==> config.mk <==
export PLATFORM = sky130hd
export DESIGN_NAME = fb_scan_arbiter
export DESIGN_NICKNAME = d
export VERILOG_FILES = /design/src/rtl/fb_scan_arbiter.sv
export SDC_FILE = /design/constraint.sdc
export NUM_CORES = 1
export LEC_CHECK = 0
export ABC_AREA = 0
export CAP_MARGIN = 25
export CORE_MARGIN = 10
export CORE_UTILIZATION = 56
export DETAILED_ROUTE_END_ITERATION = 8
export PLACE_DENSITY = 0.91
export SYNTH_ARGS = -nofsm -noshare
export SYNTH_HDL_FRONTEND = slang
export SYNTH_SLANG_ARGS = --single-unit
==> constraint.sdc <==
create_clock -name pixel_clk -period 7 [get_ports pixel_clk]
set_input_delay 0.7 -clock pixel_clk [delete_from_list [all_inputs] [get_ports pixel_clk]]
set_output_delay 0.7 -clock pixel_clk [all_outputs]
set_load 0.05 [all_outputs]
==> src/rtl/fb_scan_arbiter.sv <==
// Frame-buffer RAM arbiter: display scanout owns the RAM during the active area,
// a small write FIFO drains into it during blanking. FB_DOUBLE_BUFFER_EN adds a bank bit and swap handshake.
module fb_scan_arbiter #(
  parameter int H_ACTIVE   = 640,
  parameter int V_ACTIVE   = 480,
  parameter int ADDR_W     = 19,
  parameter int DATA_W     = 12,
  parameter int FIFO_DEPTH = 4
) (
  input  logic                            pixel_clk,
  input  logic                            reset,
  input  logic                            active_in,
  input  logic                            vsync_in,
  input  logic                            wr_valid,
  output logic                            wr_ready,
  input  logic [ADDR_W-1:0]               wr_addr,
  input  logic [DATA_W-1:0]               wr_data,
`ifdef FB_DOUBLE_BUFFER_EN
  input  logic                            swap_req,
  output logic                            swap_done,
  output logic [ADDR_W:0]                 mem_addr,
`else
  output logic [ADDR_W-1:0]               mem_addr,
`endif
  output logic                            mem_we,
  output logic [DATA_W-1:0]               mem_wdata,
  input  logic [DATA_W-1:0]               mem_rdata,
  output logic [DATA_W-1:0]               pix_data,
  output logic                            pix_valid,
  output logic [$clog2(FIFO_DEPTH):0]     fifo_level,
  output logic                            err_drop
);

`ifdef FB_DOUBLE_BUFFER_EN
  localparam int MA_W = ADDR_W + 1;
`else
  localparam int MA_W = ADDR_W;
`endif
  localparam int PIX_N = H_ACTIVE * V_ACTIVE;
  localparam int PTR_W = $clog2(FIFO_DEPTH);
  localparam int LVL_W = PTR_W + 1;
  localparam logic [ADDR_W-1:0] PIX_LAST = ADDR_W'(PIX_N - 1);
  localparam logic [ADDR_W:0]   PIX_LIMIT = (ADDR_W + 1)'(PIX_N);
  localparam logic [LVL_W-1:0]  LVL_FULL = LVL_W'(FIFO_DEPTH);

  typedef enum logic [1:0] {
    ST_BLANK_IDLE  = 2'd0,
    ST_SCAN        = 2'd1,
    ST_BLANK_DRAIN = 2'd2
  } state_e;

  state_e              state_q, state_d;
  logic [ADDR_W-1:0]   scan_addr_q, scan_addr_d;
  logic [ADDR_W-1:0]   fifo_addr_q [FIFO_DEPTH];
  logic [DATA_W-1:0]   fifo_data_q [FIFO_DEPTH];
  logic [PTR_W-1:0]    wr_ptr_q, rd_ptr_q;
  logic [LVL_W-1:0]    count_q, count_d;
  logic                ready_q;
  logic                push_s, pop_s, fifo_empty_s, head_in_range_s;
  logic [MA_W-1:0]     scan_mem_addr_s, wr_mem_addr_s, mem_addr_s, hold_addr_q;
  logic                mem_we_s, err_drop_s, act_d1_s;
  logic [DATA_W-1:0]   mem_wdata_s;
  logic                pix_valid_q;
  logic [DATA_W-1:0]   pix_data_q;

  assign fifo_empty_s    = (count_q == {LVL_W{1'b0}});
  assign head_in_range_s = ({1'b0, fifo_addr_q[rd_ptr_q]} < PIX_LIMIT);
  assign push_s          = wr_valid && ready_q;
  assign count_d         = count_q + LVL_W'(push_s) - LVL_W'(pop_s);
  // The previous cycle's arbitration result doubles as the scanout stage-1 register.
  assign act_d1_s        = (state_q == ST_SCAN);

`ifdef FB_DOUBLE_BUFFER_EN
  logic disp_bank_q, swap_pend_q, vsync_q, swap_done_q, swap_fire_s;

  assign scan_mem_addr_s = {disp_bank_q, scan_addr_q};
  assign wr_mem_addr_s   = {~disp_bank_q, fifo_addr_q[rd_ptr_q]};
  // Swap only with nothing queued, so every queued write lands in the bank it was aimed at.
  assign swap_fire_s     = vsync_q && !vsync_in && swap_pend_q && fifo_empty_s;
  assign swap_done       = swap_done_q;

  always_ff @(posedge pixel_clk) begin
    if (reset) begin
      disp_bank_q <= 1'b0;
      swap_pend_q <= 1'b0;
      vsync_q     <= 1'b1;
      swap_done_q <= 1'b0;
    end else begin
      vsync_q     <= vsync_in;
      swap_done_q <= swap_fire_s;
      if (swap_fire_s) begin
        disp_bank_q <= ~disp_bank_q;
        swap_pend_q <= 1'b0;
      end else if (swap_req) begin
        swap_pend_q <= 1'b1;
      end else begin
        swap_pend_q <= swap_pend_q;
      end
    end
  end
`else
  assign scan_mem_addr_s = scan_addr_q;
  assign wr_mem_addr_s   = fifo_addr_q[rd_ptr_q];
`endif

  always_ff @(posedge pixel_clk) begin
    if (reset) state_q <= ST_BLANK_IDLE;
    else       state_q <= state_d;
  end

  // Scanout always wins the RAM; the FIFO only drains while blanking.
  always_comb begin
    state_d = ST_BLANK_IDLE;
    if (reset)              state_d = ST_BLANK_IDLE;
    else if (active_in)     state_d = ST_SCAN;
    else if (!fifo_empty_s) state_d = ST_BLANK_DRAIN;
    else                    state_d = ST_BLANK_IDLE;
  end

  always_comb begin
    mem_addr_s  = hold_addr_q;
    mem_we_s    = 1'b0;
    mem_wdata_s = {DATA_W{1'b0}};
    pop_s       = 1'b0;
    err_drop_s  = 1'b0;
    case (state_d)
      ST_SCAN: begin
        mem_addr_s = scan_mem_addr_s;
      end
      ST_BLANK_DRAIN: begin
        pop_s       = 1'b1;
        mem_addr_s  = wr_mem_addr_s;
        mem_wdata_s = fifo_data_q[rd_ptr_q];
        mem_we_s    = head_in_range_s;
        err_drop_s  = !head_in_range_s;
      end
      default: begin
        mem_addr_s = hold_addr_q;
      end
    endcase
  end

  // Scan position saturates at the last pixel until the next vsync.
  always_comb begin
    scan_addr_d = scan_addr_q;
    if (!vsync_in)                                 scan_addr_d = {ADDR_W{1'b0}};
    else if (active_in && scan_addr_q != PIX_LAST) scan_addr_d = scan_addr_q + ADDR_W'(1);
    else                                           scan_addr_d = scan_addr_q;
  end

  always_ff @(posedge pixel_clk) begin
    if (reset) begin
      scan_addr_q <= {ADDR_W{1'b0}};
      hold_addr_q <= {MA_W{1'b0}};
    end else begin
      scan_addr_q <= scan_addr_d;
      hold_addr_q <= mem_addr_s;
    end
  end

  always_ff @(posedge pixel_clk) begin
    if (push_s) begin
      fifo_addr_q[wr_ptr_q] <= wr_addr;
      fifo_data_q[wr_ptr_q] <= wr_data;
    end
  end

  always_ff @(posedge pixel_clk) begin
    if (reset) begin
      wr_ptr_q <= {PTR_W{1'b0}};
      rd_ptr_q <= {PTR_W{1'b0}};
      count_q  <= {LVL_W{1'b0}};
      ready_q  <= 1'b1;
    end else begin
      if (push_s) wr_ptr_q <= wr_ptr_q + PTR_W'(1);
      if (pop_s)  rd_ptr_q <= rd_ptr_q + PTR_W'(1);
      count_q <= count_d;
      ready_q <= (count_d != LVL_FULL);
    end
  end

  always_ff @(posedge pixel_clk) begin
    if (reset) begin
      pix_valid_q <= 1'b0;
      pix_data_q  <= {DATA_W{1'b0}};
    end else begin
      pix_valid_q <= act_d1_s;
      pix_data_q  <= act_d1_s ? mem_rdata : {DATA_W{1'b0}};
    end
  end

  assign wr_ready   = ready_q;
  assign fifo_level = count_q;
  assign mem_addr   = mem_addr_s;
  assign mem_we     = mem_we_s;
  assign mem_wdata  = mem_wdata_s;
  assign err_drop   = err_drop_s;
  assign pix_valid  = pix_valid_q;
  assign pix_data   = pix_data_q;

endmodule

==> out/qor.yml <==
clock_network:
  htreeDepth: 4
  ctsResizeCount: 0
  numCtsBuffers: 17
  clkSinkCount: 187
  clockBufferDepth: 2
  post_cts_buffers: 0
  cts_root_buffer: "clkbuf_16"
  cts_tree: "built"
  insertion_delay_ps: 430
  holdBufCountCts: 0
  path_clk_slew_ps: 70
floorplanning:
  fp.dieH_um: 134
  die_width_um: 134
  core_um2: 12700
  io_pins: 98
  initial_utilization: 0.574
  die_area_um2: 18000
  rows: 41
power_and_ir_drop:
  p_seq_frac: 0.438
  finalPower_mw: 3.12
  leakage_nw: 3.17
  internal-power_mw: 2.20
  clockPowerShare: 0.329
  ir_drop_mv: 0.246
  p_sw_frac: 0.294
  pwr-share-comb: 0.233
  p_switching_uw: 916
  power.density_nw_per_um2: 343
worst_setup_path:
  critPathArrivalTime_ps: 3650
  end_kind: "output pin"
  worstPathRequired_ps: 6300
  cp_max_fo: 20
  critPathKind: "in -> out"
  startpoint_type: "input pin"
outcome:
  status: "completed"
detailed_routing:
  dr.first_iter.drc_count: 536
  detail-route-antenna-nets: 0
  via_per_inst: 6.01
  wl_um: 16600
  detail_route.wl_per_cell_um: 22.0
  drcViolationCount: 0
  first_pass_iters: 5
  vias: 4535
final_layout:
  fin_nets: 625
  final_cell_area_um2: 9090
  drive_gt1_frac: 0.136
  syn2layout_area_growth_pct: 24.3
  final_common_cell: "edfxtp_1"
  layout_common_cells: "edfxtp_1, clkdlybuf4s50_1, dfxtp_1"
sta:
  setup_viol_count_final: 0
  worst_pin_slew_ps: 1020
  tns_ps: 0
  rsz0062_at_grt: "no"
  fmaxAchievable_ghz: 0.230
  period_needed_ps: 4350
  slew_viol_final: 0
  setup_slack_ps: 2650
  skew_ps: 10.5
  hold_violations: 0
  slew_headroom: 0.316
  period_share: 0.621
grt:
  grt_use_met1: 0.212
  grt_use_met2: 0.313
  gr-total-overflow: 0
  grt_pass1_wl_um: 26000
  grt_usage: 0.187
  grt_max_degree: 35
  antenna_found_initial: 2
  grt_pass1_vias: 4732
  grt_use_met3: 0.0672
  top_usage_layer: "met2"
yosys:
  synth_flop_cell: "edfxtp_1"
  yosys-mux-area-fraction: 0.0997
  yosysWarnings: 0
  ys_ff_latch: 187
  synth_edf_count: 124
  syn_area_um2: 7310
  async_flop_share: 0
  synth_fp_nets: 527
  yosys.cell_types.count: 49
  netlist_instances: 471
  yosysSeqAreaShare: 0.682
  synthSimpleGateAreaFrac: 0.118
  synthAdderAreaFrac: 0.0147
  synth-compound-area-share: 0.0601
  synth_top_family_by_area: "simple AND/OR/NAND/NOR gates"
  avgSynthCellArea_um2: 15.5
  synth_xor_area_frac: 0.00479
hold_path:
  worstHoldPathType: "reg -> reg"
place:
  dp_slack_ps: 2720
  place.gp.congestion: 0.872
  io_buffers: 97
  hpwl_um: 10600
  postPlaceCellArea_um2: 8450
run:
  maxCapViolCount: 0
## worst max-delay path: stages
cell,delay [ps]
clkdlybuf4s50_1,890
inv_1,450
o21ai_2,450
a22oi_1,180
nand2_1,150
clkdlybuf4s50_1,810
## synthesized netlist by cell type, types with 2 or more instances
cell type	count	area share
nand3_1	10	0.0068
and3_1	35	0.030
or3_1	3	0.0026
nand4_2	2	0.0034
xor2_1	2	0.0024
dfxtp_1	63	0.17
o41ai_1	2	0.0024
ha_1	7	0.012
nor3_1	4	0.0027
edfxtp_1	124	0.51
xnor2_1	2	0.0024
nand2_1	19	0.0098
o31ai_1	6	0.0062
nor2_1	11	0.0057
mux2i_1	3	0.0041
inv_1	9	0.0046
a21oi_1	15	0.010
buf_2	9	0.0062
nor2b_1	2	0.0017
a31oi_1	2	0.0017
mux4_2	31	0.096
and2_1	32	0.027
nand2b_1	2	0.0017
or4_1	8	0.0082
o21a_1	2	0.0021
o311ai_0	2	0.0024
clkbuf_1	18	0.0092
o21ai_0	5	0.0034
a221o_1	17	0.023
nand4_1	5	0.0043
## layer usage
layer	part of all wire	wire length, um	vias to the layer above
met2	0.51	8510	209
met3	0.075	1240	25
met1	0.39	6510	2264
met5	0	0	-
li1	-	-	2037
met4	0.020	336	0
## stage by stage
step / cells / hold slack [ps] / utilization
after global routing: 755 / 527 / 0.714
after detailed placement: 722 / 495 / 0.664
after global placement: 721 / 492 / 0.664
final: 755 / 519 / 0.714
after floorplan: 471 / 467 / -
after CTS: 754 / 507 / 0.714
## registers in the layout, summed over array words and instances (netlist names), named ones only
signal,flops
rd_ptr_q,2
fifo_addr_q,76
scan_addr_q,19
fifo_data_q,48
fifo_level,3
wr_ptr_q,2
pix_valid,1
pix_data,12
hold_addr_q,19
state_q,2
wr_ready,1
## power groups by stage
stage               Clock (mW)  Sequential (mW)  Combinational [mW]
floorplan                    0             1.41               0.443
global placement             0             1.38               0.704
detailed placement           0             1.39               0.722
CTS                       1.04             1.37               0.732
global route              1.08             1.38               0.771
finish                    1.03             1.37               0.725
## worst paths after layout
kind | start | slack [ps] | cells past startpoint | to
setup reg to reg | fifo_level[2] | 3970 | 12 | wr_ready
setup / recovery | reset | 2650 | 6 | mem_addr[18]
hold reg to reg | wr_ptr_q[1] | 520 | 2 | wr_ptr_q[1]
hold / removal | wr_ptr_q[1] | 520 | 2 | wr_ptr_q[1]
## area by class of cell
type / count / area [um^2]
sequential: 187 / 4990
multi-input combinational: 247 / 2170
clock buffer: 17 / 425
fill: 871 / 3640
clock inverter: 15 / 205
inverter: 10 / 40.0
tap: 172 / 215
timing repair buffer: 106 / 1040
antenna: 1 / 2.50
## logic make-up (layout without fill, tap and decap cells)
| logic type | count (synthesis) | after routing |
|---|---|---|
| AO/OA/AOI/OAI | 58 | 58 |
| multiplexers | 34 | 34 |
| XOR/XNOR | 4 | 4 |
| adder cells (fa/ha/maj) | 8 | 8 |
| buffers and inverters | 37 | 148 |
| other | 0 | 1 |
| AND/OR/NAND/NOR | 143 | 143 |
| flip-flops | 187 | 187 |
Note: power is estimated with default switching activity, not from simulation.
